==> src/rtl/delay_timer_pkg.sv <==
// Shared constants for the multi-channel millisecond delay timer.
// Mode and state encodings plus a constant-function ceiling log2.
package delay_timer_pkg;

    localparam logic [1:0] MODE_LEVEL  = 2'b00;
    localparam logic [1:0] MODE_PULSE  = 2'b01;
    localparam logic [1:0] MODE_RETRIG = 2'b10;

    localparam logic [1:0] ST_IDLE    = 2'd0;
    localparam logic [1:0] ST_RUN     = 2'd1;
    localparam logic [1:0] ST_EXPIRED = 2'd2;

    function automatic int clog2(input int value);
        int v;
        int r;
        r = 0;
        for (v = value - 1; v > 0; v = v >> 1) begin
            r = r + 1;
        end
        return r;
    endfunction

endpackage

==> src/rtl/delay_timer_if.sv <==
// Per-channel control/status bundle for delay_timer_mc; the timer is the slave.
// No backpressure: every signal is a plain level sampled or driven each cycle.
interface delay_timer_if #(
    parameter int CH     = 4,
    parameter int DATA_W = 12
);
    logic [CH-1:0]        i_start;
    logic [CH-1:0]        i_abort;
    logic [CH-1:0]        i_dly_en;
    logic [CH*DATA_W-1:0] i_data;
    logic [CH*2-1:0]      i_mode;
    logic [CH-1:0]        o_delay_time;
    logic [CH-1:0]        o_busy;
    logic [CH-1:0]        o_done_pulse;

    modport master (
        output i_start, i_abort, i_dly_en, i_data, i_mode,
        input  o_delay_time, o_busy, o_done_pulse
    );

    modport slave (
        input  i_start, i_abort, i_dly_en, i_data, i_mode,
        output o_delay_time, o_busy, o_done_pulse
    );
endinterface

==> src/rtl/delay_timer_ch.sv <==
// One timer channel: 2-flop start sync, edge detect, IDLE/RUN/EXPIRED FSM, down-counter.
// Load of L ticks one edge after the synchronised start edge; expiry exactly L+1 edges later.
module delay_timer_ch
    import delay_timer_pkg::*;
#(
    parameter int DATA_W       = 12,
    parameter int TICKS_PER_MS = 8
) (
    input  logic              i_clk_8k,
    input  logic              i_rst_n,
    input  logic              i_start,
    input  logic              i_abort,
    input  logic              i_dly_en,
    input  logic [DATA_W-1:0] i_data,
    input  logic [1:0]        i_mode,
    output logic              o_delay_time,
    output logic              o_busy,
    output logic              o_done_pulse
);

    localparam int CNT_RAW = DATA_W + clog2(TICKS_PER_MS);
    localparam int CNT_W   = (CNT_RAW < 1) ? 1 : CNT_RAW;
    localparam logic [CNT_W-1:0] TPM = CNT_W'(TICKS_PER_MS);

    logic             s1_q, s1_d;
    logic             s2_q, s2_d;
    logic [1:0]       state_q, state_d;
    logic [CNT_W-1:0] cnt_q, cnt_d;
    logic [1:0]       mode_q, mode_d;
    logic             done_q, done_d;
    logic             start_edge;
    logic             load;

    always_comb begin
        s1_d       = i_start;
        s2_d       = s1_q;
        start_edge = s1_q & ~s2_q;
        state_d    = state_q;
        cnt_d      = cnt_q;
        mode_d     = mode_q;
        done_d     = 1'b0;
        load       = 1'b0;

        case (state_q)
            ST_IDLE, ST_EXPIRED: load = start_edge;
            ST_RUN: begin
                if (start_edge && (mode_q == MODE_RETRIG)) begin
                    load = 1'b1;
                end else if (cnt_q != '0) begin
                    cnt_d = cnt_q - CNT_W'(1);
                end else begin
                    state_d = ST_EXPIRED;
                    done_d  = 1'b1;
                end
            end
            default: state_d = ST_IDLE;
        endcase

        if (load) begin
            state_d = ST_RUN;
            cnt_d   = CNT_W'(i_data) * TPM;
            mode_d  = i_mode;
        end

        // Abort wins over everything, including a coincident start edge.
        if (i_abort) begin
            state_d = ST_IDLE;
            cnt_d   = cnt_q;
            mode_d  = mode_q;
            done_d  = 1'b0;
        end
    end

    always_ff @(posedge i_clk_8k or negedge i_rst_n) begin
        if (!i_rst_n) begin
            s1_q    <= 1'b0;
            s2_q    <= 1'b0;
            state_q <= ST_IDLE;
            cnt_q   <= '1;
            mode_q  <= MODE_LEVEL;
            done_q  <= 1'b0;
        end else begin
            s1_q    <= s1_d;
            s2_q    <= s2_d;
            state_q <= state_d;
            cnt_q   <= cnt_d;
            mode_q  <= mode_d;
            done_q  <= done_d;
        end
    end

    assign o_busy       = (state_q == ST_RUN);
    assign o_done_pulse = done_q;
    assign o_delay_time = i_dly_en &
                          ((mode_q == MODE_PULSE) ? done_q : (state_q == ST_EXPIRED));

endmodule

==> src/rtl/delay_timer_mc.sv <==
// Multi-channel millisecond delay timer: CH independent delay_timer_ch instances.
// Latency per channel is fixed by the loaded delay; no backpressure, no arbitration.
module delay_timer_mc #(
    parameter int CH           = 4,
    parameter int DATA_W       = 12,
    parameter int TICKS_PER_MS = 8
) (
    input logic          i_clk_8k,
    input logic          i_rst_n,
    delay_timer_if.slave bus
);

    logic [CH-1:0] delay_time;
    logic [CH-1:0] busy;
    logic [CH-1:0] done_pulse;

    for (genvar g = 0; g < CH; g++) begin : g_ch
        delay_timer_ch #(
            .DATA_W       (DATA_W),
            .TICKS_PER_MS (TICKS_PER_MS)
        ) u_ch (
            .i_clk_8k     (i_clk_8k),
            .i_rst_n      (i_rst_n),
            .i_start      (bus.i_start[g]),
            .i_abort      (bus.i_abort[g]),
            .i_dly_en     (bus.i_dly_en[g]),
            .i_data       (bus.i_data[g*DATA_W +: DATA_W]),
            .i_mode       (bus.i_mode[g*2 +: 2]),
            .o_delay_time (delay_time[g]),
            .o_busy       (busy[g]),
            .o_done_pulse (done_pulse[g])
        );
    end

    assign bus.o_delay_time = delay_time;
    assign bus.o_busy       = busy;
    assign bus.o_done_pulse = done_pulse;

endmodule
==> src/flat_wrapper.sv <==
// flat-port wrapper written by rule: the top's interface ports become plain ports
module delay_timer_mc_flat 
#(
    parameter int CH           = 4,
    parameter int DATA_W       = 12,
    parameter int TICKS_PER_MS = 8
)
  (i_clk_8k, i_rst_n, bus_i_start, bus_i_abort, bus_i_dly_en, bus_i_data, bus_i_mode, bus_o_delay_time, bus_o_busy, bus_o_done_pulse);
  delay_timer_if #(.CH(CH), .DATA_W(DATA_W)) bus_i ();
  input logic i_clk_8k;
  input logic i_rst_n;
  input wire logic [$bits(bus_i.i_start)-1:0] bus_i_start;
  input wire logic [$bits(bus_i.i_abort)-1:0] bus_i_abort;
  input wire logic [$bits(bus_i.i_dly_en)-1:0] bus_i_dly_en;
  input wire logic [$bits(bus_i.i_data)-1:0] bus_i_data;
  input wire logic [$bits(bus_i.i_mode)-1:0] bus_i_mode;
  output wire logic [$bits(bus_i.o_delay_time)-1:0] bus_o_delay_time;
  output wire logic [$bits(bus_i.o_busy)-1:0] bus_o_busy;
  output wire logic [$bits(bus_i.o_done_pulse)-1:0] bus_o_done_pulse;
  assign bus_i.i_start = bus_i_start;
  assign bus_i.i_abort = bus_i_abort;
  assign bus_i.i_dly_en = bus_i_dly_en;
  assign bus_i.i_data = bus_i_data;
  assign bus_i.i_mode = bus_i_mode;
  assign bus_o_delay_time = bus_i.o_delay_time;
  assign bus_o_busy = bus_i.o_busy;
  assign bus_o_done_pulse = bus_i.o_done_pulse;
  delay_timer_mc #(.CH(CH), .DATA_W(DATA_W), .TICKS_PER_MS(TICKS_PER_MS)) u_core (.i_clk_8k(i_clk_8k), .i_rst_n(i_rst_n), .bus(bus_i));
endmodule
==> config.mk <==
export PLATFORM = sky130hd
export DESIGN_NAME = delay_timer_mc_flat
export DESIGN_NICKNAME = d
export VERILOG_FILES = /design/src/rtl/delay_timer_pkg.sv /design/src/rtl/delay_timer_if.sv /design/src/rtl/delay_timer_ch.sv /design/src/rtl/delay_timer_mc.sv /design/src/flat_wrapper.sv
export SDC_FILE = /design/constraint.sdc
export NUM_CORES = 1
export LEC_CHECK = 0
export ABC_AREA = 1
export BUFFER_PORTS_ARGS = -buffer_cell sky130_fd_sc_hd__buf_2
export CORE_MARGIN = 2
export CORE_UTILIZATION = 44
export CTS_CLUSTER_DIAMETER = 40
export DETAILED_ROUTE_END_ITERATION = 10
export PLACE_DENSITY_LB_ADDON = 0.12
export SETUP_SLACK_MARGIN = 0.4
export SLEW_MARGIN = 40
export SYNTH_ARGS = -nofsm -noshare
export SYNTH_HDL_FRONTEND = slang
export SYNTH_HIERARCHICAL = 1
export SYNTH_SLANG_ARGS = --single-unit
==> constraint.sdc <==
create_clock -name i_clk_8k -period 2.18 [get_ports i_clk_8k]
set_input_delay 0.109 -clock i_clk_8k [delete_from_list [all_inputs] [get_ports i_clk_8k]]
set_output_delay 0.109 -clock i_clk_8k [all_outputs]
set_load 0.01 [all_outputs]
# Word level (Yosys, flattened, before mapping)
# Index checks and enable logic that the tools add are counted.
# Widths: inputs -> output; s select.
# word_totals
word_cells	176
out_inout_bits	12
input_bits	70
register_bits	88
# op_classes
mux	64
n_eq_ne	32
n_reduce_logical	36
addsub	4
bitwise_logic	16
# op_table
cell	count
$mux 15	16
$reduce_bool 15->1	4
$sub 15x1->15 const B	4
$mux 2	16
$ne 4x4->1 const B	8
$mux 1	24
$eq 2x1->1 const B	8
$eq 2x2->1 const B	8
$pmux 2 s2	4
$reduce_and 4->1	4
$reduce_bool 2->1	8
$ne 3x3->1 const B	4
$reduce_and 3->1	4
$and 1x1->1	8
$logic_not 2->1	4
$ne 2x2->1 const B	4
$not 1->1	8
$pmux 1 s2	4
$reduce_and 2->1	4
$reduce_or 2->1	4
$logic_and 1x1->1	4

# Logic depth before layout (Yosys ltp)
# Gate-level depths: netlist (run 1).
# logic_depth
word_depth	7
depth_mapped	11
mapped_depth_nobuf	10

# By module
# The synthesis (run 1) kept the hierarchy.
# by_module_without_submodules
mod	cells_per_inst	area_per_inst_um2	instances
delay_timer_ch at u_core.g_ch[1].u_ch ...	210	1535.2	3
delay_timer_ch at u_core.g_ch[0].u_ch	212	1530.2	1

# Worst setup path before layout (run 1)
# Ideal clock, no wire load.
# synth_timing
path_type	reg-to-reg
startpoint	reg u_core.g_ch[1].u_ch.cnt_q[0]
endpoint	reg u_core.g_ch[1].u_ch.cnt_q[14]
required_ns	2.121
n_path_buf	2
arrival_ns	1.523
setup_ns	0.059
path_slack_ns	0.598
path_stages_with_launch	12
cell_sequence	dfstp_2 > inv_1 > ha_1 > nand2_2 > nor2_2 > nand3_2 > nand2_2 > nand2_2 > buf_6 > buf_12 > nand3_2 > nand2_2
# synth_between
elab_chain_cells	5
elab_cells_between_ends	8
cone_classes	add/sub (1); mux (4); reduce/logical (3)
# synth_rtl
item	line	source
start: declaration	delay_timer_ch.sv:28	logic [CNT_W-1:0] cnt_q, cnt_d;
start signal: assignment	delay_timer_ch.sv:86	cnt_q <= cnt_d;
$sub 15x1->15	delay_timer_ch.sv:50	cnt_d = cnt_q - CNT_W'(1);
$mux 15	delay_timer_ch.sv:49	end else if (cnt_q != '0) begin
$mux 15	delay_timer_ch.sv:47	if (start_edge && (mode_q == MODE_RETRIG)) begin
$mux 15	delay_timer_ch.sv:44	case (state_q)
$mux 15	delay_timer_ch.sv:59	if (load) begin
# Parallel ways exist; a longest one is shown, timed or not. The select of a mux whose other input is x is not followed.
# A chain may end at the register's enable or synchronous reset.

# Worst setup path after layout (run 1)
# layout_timing
startpoint	reg u_core.g_ch[2].u_ch.cnt_q[0]
endpoint	reg u_core.g_ch[2].u_ch.cnt_q[0]
# layout_between
elab_chain_cells	5
elab_cells_between_ends	8
cone_classes	add/sub (1); mux (4); reduce/logical (3)
# layout_rtl
item	line
start: declaration	delay_timer_ch.sv:28
start signal: assignment	delay_timer_ch.sv:86
$sub 15x1->15	delay_timer_ch.sv:50
$mux 15	delay_timer_ch.sv:49
$mux 15	delay_timer_ch.sv:47
$mux 15	delay_timer_ch.sv:44
$mux 15	delay_timer_ch.sv:59
# Parallel ways exist; a longest one is shown, timed or not. The select of a mux whose other input is x is not followed.

==> results.py, run 1 <==
metrics = {
    "sta": {
        "setup_viol": 0,
        "slew_headroom_pct": 63.59,
        "rsz0062_at_grt": "true",
        "fmax_mhz": 597.3,
        "hold_viol": 0,
        "worstMarginPinSlew_ns": 0.5462,
        "min_period_ns": 1.674,
        "maxSlewViolCount": 0,
        "finClkSkew_ns": 0.006213,
        "fin_crit_sh_pct": 76.80,
        "fin_setup_tns_ns": 0,
    },
    "place": {
        "dp_hpwl_um": 9683,
        "dpl_cell_area_um2": 6631,
        "gp_congestion": 0.8288,
        "io_buffer_count": 81,
    },
    "routing": {
        "drt-total-wl_um": 13850,
        "drcViolationCount": 0,
        "vias": 5411,
        "via_per_inst": 4.776,
        "drt-wirelength-per-cell_um": 12.22,
        "dr.pass1.iters": 4,
        "drt_iter0_markers": 290,
        "ant_nets": 0,
    },
    "clock_network": {
        "cts-root-buf": "clkbuf_16",
        "numCtsBuffers": 9,
        "tritoncts": "done",
        "cts_max_level": 3,
        "clock_sinks": 88,
        "clk_latency_ns": 0.34,
        "cts_buffer_depth": 2,
        "clkTransAtPathRegs_ns": 0.06,
    },
    "power": {
        "power.share.combinational_pct": 46.4,
        "powerDensity_nw_per_um2": 1221,
        "seqPwrFrac_pct": 37.6,
        "p_leak_nw": 3.542,
        "internal-power_mw": 5.024,
        "ir_worst_vdd_v": 0.0006497,
        "switching_share_pct": 43.77,
        "clock_power_share_pct": 16.0,
        "switching_power_mw": 3.911,
    },
    "synthesis": {
        "ys_seq_area_share_pct": 37.11,
        "avgSynthCellArea_um2": 7.287,
        "yosys.area.top_type": "dfstp_2",
        "syn_area_um2": 6136,
        "yosys-top-cells-area": "dfstp_2, nand2_1, dfrtp_1",
        "synth_cell_types": 34,
        "synth_top_area_share_pct": 25.69,
        "synth_cells": 842,
        "yosys_warnings": 6,
        "syn_nets": 916,
        "synth-seq-cells": 88,
    },
    "critical_path": {
        "r2r-start": "u_core/g_ch[2].u_ch/cnt_q[0]$_DFFE_PN1P_",
        "end_kind": "flip-flop",
        "rr_worst_depth": 10,
        "arrival_ns": 1.95,
        "crit_required_ns": 2.46,
        "rrSetupSlack_ns": 0.51,
        "critPathLaunchType": "flip-flop",
        "path_max_fanout": 8,
        "path_class": "reg2reg",
        "r2r_end": "u_core/g_ch[2].u_ch/cnt_q[0]$_DFFE_PN1P_",
    },
    "min_path": {
        "holdPathEnd": "u_core/g_ch[3].u_ch/mode_q[0]$_DFFE_PN0P_",
        "hp-class": "in2reg",
        "hp-start": "bus_i_mode[6]",
        "min_path_cells": 3,
    },
    "finish": {
        "area_growth_pct": 19.23,
        "drive_gt1_share_pct": 34.52,
        "final_common_cell": "nand2_1",
        "antenna_cells": 0,
        "design_area_um2": 7316,
        "layout.nets": 1022,
        "mostFrequentLayoutCells": "nand2_1, nor2_1, buf_2",
    },
    "floorplan": {
        "fp.dieH_um": 122.1,
        "io_pins": 82,
        "core_area_um2": 13770,
        "fp.dieW_um": 122.1,
        "num_rows": 43,
        "dieArea_um2": 14910,
        "start_util_pct": 44.55,
    },
    "global_route": {
        "grt_pass1_wl_um": 23180,
        "grt_usage_pct": 19.44,
        "gr-total-overflow": 0,
        "grt_max_degree": 49,
        "grt_pass1_vias": 5032,
        "antenna_found_initial": 1,
    },
    "run": {
        "maxCapViolCount": 0,
    },
    "run_status": {
        "status": "complete, no violations",
    },
}
worst max-delay path by stage:
stage,startpoint,to,slack [ns]
final,u_core/g_ch[2].u_ch/cnt_q[0]$_DFFE_PN1P_,u_core/g_ch[2].u_ch/cnt_q[0]$_DFFE_PN1P_,0.51
after global routing,u_core/g_ch[0].u_ch/cnt_q[0]$_DFFE_PN1P_,u_core/g_ch[0].u_ch/cnt_q[8]$_DFFE_PN1P_,0.39
after CTS,u_core/g_ch[3].u_ch/cnt_q[0]$_DFFE_PN1P_,u_core/g_ch[3].u_ch/cnt_q[13]$_DFFE_PN1P_,0.38
after detailed placement,u_core/g_ch[1].u_ch/cnt_q[0]$_DFFE_PN1P_,u_core/g_ch[1].u_ch/cnt_q[14]$_DFFE_PN1P_,0.33
after global placement,u_core/g_ch[1].u_ch/cnt_q[0]$_DFFE_PN1P_,u_core/g_ch[1].u_ch/cnt_q[14]$_DFFE_PN1P_,0.36
after floorplan,u_core/g_ch[1].u_ch/cnt_q[0]$_DFFE_PN1P_,u_core/g_ch[1].u_ch/cnt_q[14]$_DFFE_PN1P_,0.60
layout make-up:
class | instances | area (um^2)
fill | 1422 | 6457
clock inverter | 4 | 20.02
timing repair buffer | 110 | 694.4
inverter | 99 | 386.6
multi-input combinational | 636 | 3436
clock buffer | 12 | 246.5
tap | 180 | 225.2
timing repair inverter | 4 | 30.03
sequential | 88 | 2277
sequential cells by signal, indices dropped and copies added, names as in the netlist:
name / cells
u_core/g_ch.u_ch/s1_q: 4
u_core/g_ch.u_ch/s2_q: 4
u_core/g_ch.u_ch/o_done_pulse: 4
u_core/g_ch.u_ch/mode_q: 8
u_core/g_ch.u_ch/state_q: 8
u_core/g_ch.u_ch/cnt_q: 60
cells in the mapped netlist:
library cell	n
a21oi_1	12
and2_1	4
buf_12	4
buf_2	5
buf_4	4
buf_6	4
clkbuf_2	3
dfrtp_1	28
dfstp_2	60
ha_1	4
inv_1	83
inv_2	16
nand2_1	252
nand2_2	32
nand2_4	8
nand3_1	69
nand3_2	36
nand3b_1	4
nand4_1	8
nor2_1	84
nor2_2	17
nor2_4	14
nor3_1	8
o21ai_0	33
o21ai_1	3
o21ai_2	1
o21bai_1	4
o22ai_1	3
o311a_1	3
or2_0	20
or2_1	3
or2_2	4
or2_4	1
xor2_1	8
power groups by stage:
stage	Sequential (mW)	Combinational, mW	Clock, mW
2_1_floorplan	3.17	3.21	0
3_3_place_gp	3.35	3.78	0
3_5_place_dp	3.34	3.80	0
4_1_cts	3.33	3.87	1.50
5_1_grt	3.47	4.79	1.58
6_report	3.36	4.15	1.43
timing repair:
item / in CTS / in global routing
cloned: 2 / 3
pin swaps: 0 / 12
endpoints found under the hold margin: 20 / 0
gates resized for setup: 11 / 36
setup endpoints to repair: 35 / 57
hold buffers: 8 / 0
setup buffers: 0 / 15
stage by stage:
step                      utilization [%]  setup slack (ns)  power [mW]  hold WS [ns]  std cells
after global placement              48.15            0.3614       7.132        0.1332       1089
after detailed placement            48.15            0.3277       7.148        0.1381       1089
after global routing                53.12            0.3892       9.839       0.02727       1133
after floorplan                         -            0.5978       6.381       -0.1866        842
final                               53.12            0.5058       8.935       0.02087       1133
after CTS                           51.11            0.3790       8.707      0.008792       1115
per-layer routing:
layer	GRT usage [%]	routed length [um]	share of wire, %	up-vias
met5	0	13	0.094	-
met1	27.02	6869	50	2462
met3	4.682	553	4.0	11
li1	-	-	-	2858
met4	4.885	125	0.90	2
met2	30.52	6282	45	78
cells by family after synthesis:
group                      after synthesis  synth area share [%]
xor gates and xnor gates                 8                 1.142
adders and majority gates                4                0.8157
and+or+nand+nor                        564                 46.35
AOI/OAI and AO/OA                       59                 5.343
buffers and inverters                  119                 9.237
DFF                                     88                 37.11
critical path, stage by stage, from the launching register on:
cell        delay [ns]
dfstp_2           0.53
inv_1             0.08
ha_4              0.18
nand2_4           0.09
nor2_2            0.06
nand3_4           0.10
nand2_4           0.07
nand2_8           0.12
clkinvlp_4        0.20
nand2_1           0.12
nand2_1           0.06
Power figures use the tool's default switching activity.
==> inputs of run 2 (changes only) <==
Clock period 2.18 ns to 1.7 ns, I/O delays scaled along.
==> run 2 against run 1 <==
- critical path depth grew 1
- register-to-register slack lost 0.30 ns
- via count grew 4.8%
- maximum frequency grew 12%
- sequential share of layout area shrank 2.5 points
- worst hold slack lost 0.0016 ns
- flip-flop and latch count is the same
- clock power grew 33%
- highest routed layer is now met4
==> results.py, run 2 (synthesis results as in run 1) <==
metrics = {
    "run_status": {
        "status": "complete, no violations",
    },
    "routing": {
        "vias": 5673,
        "dr.pass1.iters": 4,
        "drt_iter0_markers": 290,
        "drt-total-wl_um": 14900,
        "drcViolationCount": 0,
        "via_per_inst": 4.840,
        "ant_nets": 0,
        "drt-wirelength-per-cell_um": 12.72,
    },
    "clock_network": {
        "tritoncts": "done",
        "cts_buffer_depth": 2,
        "cts_max_level": 3,
        "clock_sinks": 88,
        "cts-root-buf": "clkbuf_16",
        "clkTransAtPathRegs_ns": 0.06,
        "numCtsBuffers": 9,
        "clk_latency_ns": 0.34,
    },
    "sta": {
        "fin_crit_sh_pct": 88.03,
        "worstMarginPinSlew_ns": 0.4884,
        "fmax_mhz": 668.2,
        "min_period_ns": 1.496,
        "fin_setup_tns_ns": 0,
        "rsz0062_at_grt": "true",
        "slew_headroom_pct": 67.44,
        "finClkSkew_ns": 0.008682,
        "hold_viol": 0,
        "setup_viol": 0,
        "maxSlewViolCount": 0,
    },
    "critical_path": {
        "path_max_fanout": 7,
        "path_buf_inv": 3,
        "crit_required_ns": 1.98,
        "critical-path-top-delay-family": "flip-flops",
        "path_class": "reg2reg",
        "slowest_stage": "dfstp_2",
        "arrival_ns": 1.77,
        "cp_cell_sequence": "inv_4 > ha_4 > nand2_4 > nor2_4 > nand3_2 > nand2_2 > nand2_4 > inv_2 > buf_6 > nand2_1 > nand2_1",
        "slowest_delay_ns": 0.55,
        "critPathLaunchType": "flip-flop",
        "end_kind": "flip-flop",
    },
    "min_path": {
        "hp-class": "in2reg",
    },
    "global_route": {
        "gr-total-overflow": 0,
        "grt_usage_pct": 20.30,
        "antenna_found_initial": 0,
        "grt_pass1_vias": 5224,
        "grt_max_degree": 89,
        "grt_pass1_wl_um": 24270,
    },
    "place": {
        "dpl_cell_area_um2": 6822,
        "dp_hpwl_um": 10030,
        "io_buffer_count": 81,
        "gp_congestion": 0.8384,
    },
    "power": {
        "powerDensity_nw_per_um2": 1605,
        "finalPower_mw": 12.78,
        "ir_worst_vdd_v": 0.0007675,
        "p_leak_nw": 3.879,
    },
    "finish": {
        "final_util_pct": 57.81,
        "design_area_um2": 7963,
        "final_common_cell": "nand2_1",
        "largest_reg_flops": 60,
        "largest_registers": "u_core/g_ch.u_ch/cnt_q x60, u_core/g_ch.u_ch/mode_q x8, u_core/g_ch.u_ch/state_q x8",
        "antenna_cells": 0,
        "mostFrequentLayoutCells": "nand2_1, buf_2, nand2_2",
        "fillers": 1335,
        "area_growth_pct": 29.77,
        "drive_gt1_share_pct": 46.37,
        "largest-register": "u_core/g_ch.u_ch/cnt_q",
        "layout.nets": 1061,
    },
    "floorplan": {
        "io_pins": 82,
        "num_rows": 43,
        "dieArea_um2": 14910,
        "start_util_pct": 44.55,
        "fp.dieW_um": 122.1,
        "fp.dieH_um": 122.1,
        "core_area_um2": 13770,
    },
    "run": {
        "maxCapViolCount": 0,
    },
}
[run 2: cell types whose count changed in the layout (fill, tap and decap cells not counted), sizes merged]
| cell | change |
|---|---|
| buf | +42 |
| clkinvlp | -8 |
| inv | +4 |
| clkbuf | +2 |
| nand2 | -1 |
[run 2: path summary, 6_finish.rpt]
check	slack, ns	startpoint	cells after the start	endpoint
worst max register to register	0.20	u_core/g_ch[1].u_ch/cnt_q[0]$_DFFE_PN1P_	11	u_core/g_ch[1].u_ch/cnt_q[13]$_DFFE_PN1P_
worst max-delay path	0.20	u_core/g_ch[1].u_ch/cnt_q[0]$_DFFE_PN1P_	11	u_core/g_ch[1].u_ch/cnt_q[13]$_DFFE_PN1P_
max in group asynchronous	0.98	i_rst_n	3	u_core/g_ch[3].u_ch/cnt_q[11]$_DFFE_PN1P_
min in group asynchronous	0.34	i_rst_n	3	u_core/g_ch[0].u_ch/mode_q[1]$_DFFE_PN0P_
worst min-delay path	0.02	bus_i_mode[5]	3	u_core/g_ch[2].u_ch/mode_q[1]$_DFFE_PN0P_
worst min register to register	0.38	u_core/g_ch[0].u_ch/s1_q$_DFF_PN0_	0	u_core/g_ch[0].u_ch/s2_q$_DFF_PN0_
[run 2: stage by stage]
stage	instances	setup WS, ns	hold WS (ns)
2_1_floorplan	842	0.2434	-0.2106
3_3_place_gp	1105	0.1732	0.1744
3_5_place_dp	1105	0.1373	0.1811
4_1_cts	1153	0.2322	0.009297
5_1_grt	1172	0.1285	0.02489
6_report	1172	0.2035	0.01923
[run 2: cell type report]
class | count | area, um^2 | share of cell area (%)
flip-flops and latches | 88 | 2277 | 28.60
repair buffers | 154 | 1119 | 14.05
well taps | 180 | 225.2 | 2.828
inverters | 99 | 396.6 | 4.981
clock inverters | 4 | 20.02 | 0.2514
multi-input cells | 635 | 3669 | 46.07
clock buffers | 12 | 256.5 | 3.221
[run 2: report_power, final]
group / leakage [nW] / internal [mW] / switching, mW
Clock: 0.142 / 1.06 / 0.840
Sequential: 0.971 / 3.37 / 1.05
Combinational: 2.77 / 2.80 / 3.66
[run 2: per-layer routing]
metal	global-route usage, %	vias up	routed length, um
met1	27.84	2650	6991
met5	0	-	0
met2	33.41	73	7267
li1	-	2933	-
met3	2.622	17	401
met4	6.250	0	241
[run 2: repair_timing]
| item | CTS | global route |
|---|---|---|
| buffers inserted | 22 | 17 |
| setup endpoints to repair | 70 | 77 |
| hold endpoints to repair | 35 | 0 |
| resized for setup | 90 | 70 |
| gates cloned | 2 | 2 |
| hold buffers | 8 | 0 |
| pin swaps | 34 | 24 |
[run 2: worst register-to-register path, delay by kind of cell, from the launching register on]
kind	cells	cell delay, ns
buffers and inverters	3	0.25
adder cells (fa/ha/maj)	1	0.16
flip-flops	1	0.55
AND/OR/NAND/NOR	7	0.49
==> inputs of run 3 (changes only) <==
--- a/config.mk
+++ b/config.mk
@@ -9,4 +9,6 @@
 export BUFFER_PORTS_ARGS = -buffer_cell sky130_fd_sc_hd__buf_2
+export CELL_PAD_IN_SITES_DETAIL_PLACEMENT = 1
+export CELL_PAD_IN_SITES_GLOBAL_PLACEMENT = 2
 export CORE_MARGIN = 2
-export CORE_UTILIZATION = 44
+export CORE_UTILIZATION = 33
 export CTS_CLUSTER_DIAMETER = 40
@@ -20 +22,2 @@
 export SYNTH_SLANG_ARGS = --single-unit
+export TNS_END_PERCENT = 5
--- a/constraint.sdc
+++ b/constraint.sdc
@@ -3,2 +3,2 @@
 set_output_delay 0.085 -clock i_clk_8k [all_outputs]
-set_load 0.01 [all_outputs]
+set_load 0.02 [all_outputs]
==> run 3 against run 2 <==
- worst hold slack worse by 0.013 ns
- combinational power decreased by 7.6%
- worst setup slack got worse by 0.032 ns
- first-iteration DRC count shrank 20%
- clock-buffer cell count is 2 lower
- design area down 5.0%
- core utilization shrank 16 points
- sequential share of layout area is 1.5 points higher
- largest cell class unchanged
- highest routed layer unchanged
- wire length grew 20%
- cell count increased by 2.2%
==> results.py, run 3 (synthesis results as in run 1) <==
metrics = {
    "critical_path": {
        "critPathLaunchType": "flip-flop",
        "rrSetupSlack_ns": 0.17,
        "crit_required_ns": 1.98,
        "path_max_fanout": 5,
        "endpoint": "u_core/g_ch[1].u_ch/cnt_q[13]$_DFFE_PN1P_",
        "rr_worst_depth": 11,
        "crit_start": "u_core/g_ch[1].u_ch/cnt_q[0]$_DFFE_PN1P_",
        "path_class": "reg2reg",
        "r2r_end": "u_core/g_ch[1].u_ch/cnt_q[13]$_DFFE_PN1P_",
        "r2r-start": "u_core/g_ch[1].u_ch/cnt_q[0]$_DFFE_PN1P_",
        "end_kind": "flip-flop",
        "arrival_ns": 1.81,
    },
    "power": {
        "power.share.combinational_pct": 48.3,
        "ir_worst_vdd_v": 0.0007490,
        "switching_share_pct": 44.59,
        "finalPower_mw": 12.37,
        "switching_power_mw": 5.513,
        "internal-power_mw": 6.852,
        "seqPwrFrac_pct": 35.1,
        "p_leak_nw": 3.664,
        "powerDensity_nw_per_um2": 1634,
        "clock_power_share_pct": 16.6,
    },
    "sta": {
        "fin_setup_tns_ns": 0,
        "setup_viol": 0,
        "rsz0062_at_grt": "true",
        "worstMarginPinSlew_ns": 0.5185,
        "fmax_mhz": 654.4,
        "hold_viol": 0,
        "slew_headroom_pct": 65.44,
        "layout_setup_ws_ns": 0.1720,
        "fin_crit_sh_pct": 89.88,
        "min_period_ns": 1.528,
        "maxSlewViolCount": 0,
        "finClkSkew_ns": 0.005979,
    },
    "place": {
        "dp_hpwl_um": 12920,
        "io_buffer_count": 81,
        "place_inst": 1153,
        "dp_slack_ns": 0.09166,
        "gp_congestion": 0.7737,
    },
    "finish": {
        "drive_gt1_share_pct": 36.43,
        "layout.nets": 1038,
        "final_util_pct": 41.83,
        "final_common_cell": "nand2_1",
        "area_growth_pct": 23.31,
        "stdcell_count": 1198,
        "largest-register": "u_core/g_ch.u_ch/cnt_q",
        "seqCellArea_um2": 2277,
        "largest_reg_flops": 60,
        "largest_registers": "u_core/g_ch.u_ch/cnt_q x60, u_core/g_ch.u_ch/mode_q x8, u_core/g_ch.u_ch/state_q x8",
        "mostFrequentLayoutCells": "nand2_1, buf_2, nor2_1",
        "antenna_cells": 0,
        "multi_input_area_um2": 3413,
        "fillers": 2266,
    },
    "clock_network": {
        "clkTransAtPathRegs_ns": 0.07,
        "tritoncts": "done",
        "cts_buffer_depth": 2,
        "clock_sinks": 88,
        "clk_latency_ns": 0.35,
        "numCtsBuffers": 9,
        "cts_max_level": 3,
        "cts-root-buf": "clkbuf_16",
    },
    "routing": {
        "drt-total-wl_um": 17950,
        "via_per_inst": 4.747,
        "ant_nets": 0,
        "drt_iter0_markers": 232,
        "drcViolationCount": 0,
        "dr.pass1.iters": 4,
        "vias": 5687,
        "drt-wirelength-per-cell_um": 14.98,
    },
    "floorplan": {
        "core_area_um2": 18090,
        "dieArea_um2": 19700,
        "io_pins": 82,
        "start_util_pct": 33.93,
        "num_rows": 49,
        "fp.dieH_um": 140.4,
        "fp.dieW_um": 140.4,
    },
    "global_route": {
        "grt_pass1_vias": 6130,
        "gr-total-overflow": 0,
        "grt_usage_pct": 18.75,
        "grt_max_degree": 89,
        "grt_pass1_wl_um": 30080,
        "antenna_found_initial": 0,
    },
    "min_path": {
        "min_path_cells": 3,
        "hp-class": "in2reg",
    },
    "run_status": {
        "status": "complete, no violations",
    },
    "run": {
        "maxCapViolCount": 0,
    },
}
run 3: how the worst min path moves through the flow:
stage                              from                                    endpoint
after floorplan                 i_rst_n   u_core/g_ch[0].u_ch/mode_q[0]$_DFFE_PN0P_
after global placement          i_rst_n  u_core/g_ch[2].u_ch/state_q[1]$_DFFE_PN0P_
after detailed placement        i_rst_n  u_core/g_ch[2].u_ch/state_q[1]$_DFFE_PN0P_
after CTS                 bus_i_mode[7]   u_core/g_ch[3].u_ch/mode_q[1]$_DFFE_PN0P_
after global routing      bus_i_mode[7]   u_core/g_ch[3].u_ch/mode_q[1]$_DFFE_PN0P_
final                     bus_i_mode[1]   u_core/g_ch[0].u_ch/mode_q[1]$_DFFE_PN0P_
run 3: per-layer routing:
layer  up-vias  GRT usage (%)  part of all wire [%]
li1       2886              -                     -
met4         0          4.094                   1.1
met5         -              0                     0
met3        15          3.453                   3.1
met1      2714          23.33                    46
met2        72          33.82                    49
run 3: worst max-delay path: stages (launching register included):
cell	delay, ns
dfstp_2	0.54
inv_2	0.06
ha_4	0.17
nand2_4	0.07
nor2_2	0.04
nand3_2	0.07
nand2_2	0.05
nand2_2	0.10
inv_1	0.06
buf_4	0.16
nand2_1	0.07
nand2_1	0.06
run 3: area by class of cell:
cell class | count | share of cell area, %
multi-input cells | 635 | 45.11
flip-flops and latches | 88 | 30.10
repair buffers | 130 | 11.92
inverters | 99 | 5.160
well taps | 229 | 3.787
clock buffers | 10 | 3.026
clock inverters | 6 | 0.7938
repair inverters | 1 | 0.09922
run 3: power by group through the flow:
| stage | sequential [mW] | clock (mW) | combinational, mW |
|---|---|---|---|
| finish | 4.34 | 2.05 | 5.97 |
| global placement | 4.30 | 0 | 5.29 |
| floorplan | 4.08 | 0 | 4.33 |
| CTS | 4.33 | 2.14 | 5.93 |
| global route | 4.49 | 2.20 | 6.78 |
| detailed placement | 4.34 | 0 | 5.54 |
run 3: per-stage QoR:
step	hold WS [ns]	area [um^2]
finish	0.005915	7566
global route	0.01265	7566
CTS	0.0003436	7490
detailed placement	0.1864	6890
global placement	0.1849	6890
floorplan	-0.2106	6208
run 3: what timing repair did:
action / in CTS / in global routing
hold endpoints to repair: 36 / 0
hold buffers: 9 / 0
setup buffers: 13 / 5
endpoints found under the setup margin: 73 / 77
resized for setup: 23 / 19
pin swaps: 9 / 5
cloned: 2 / 0
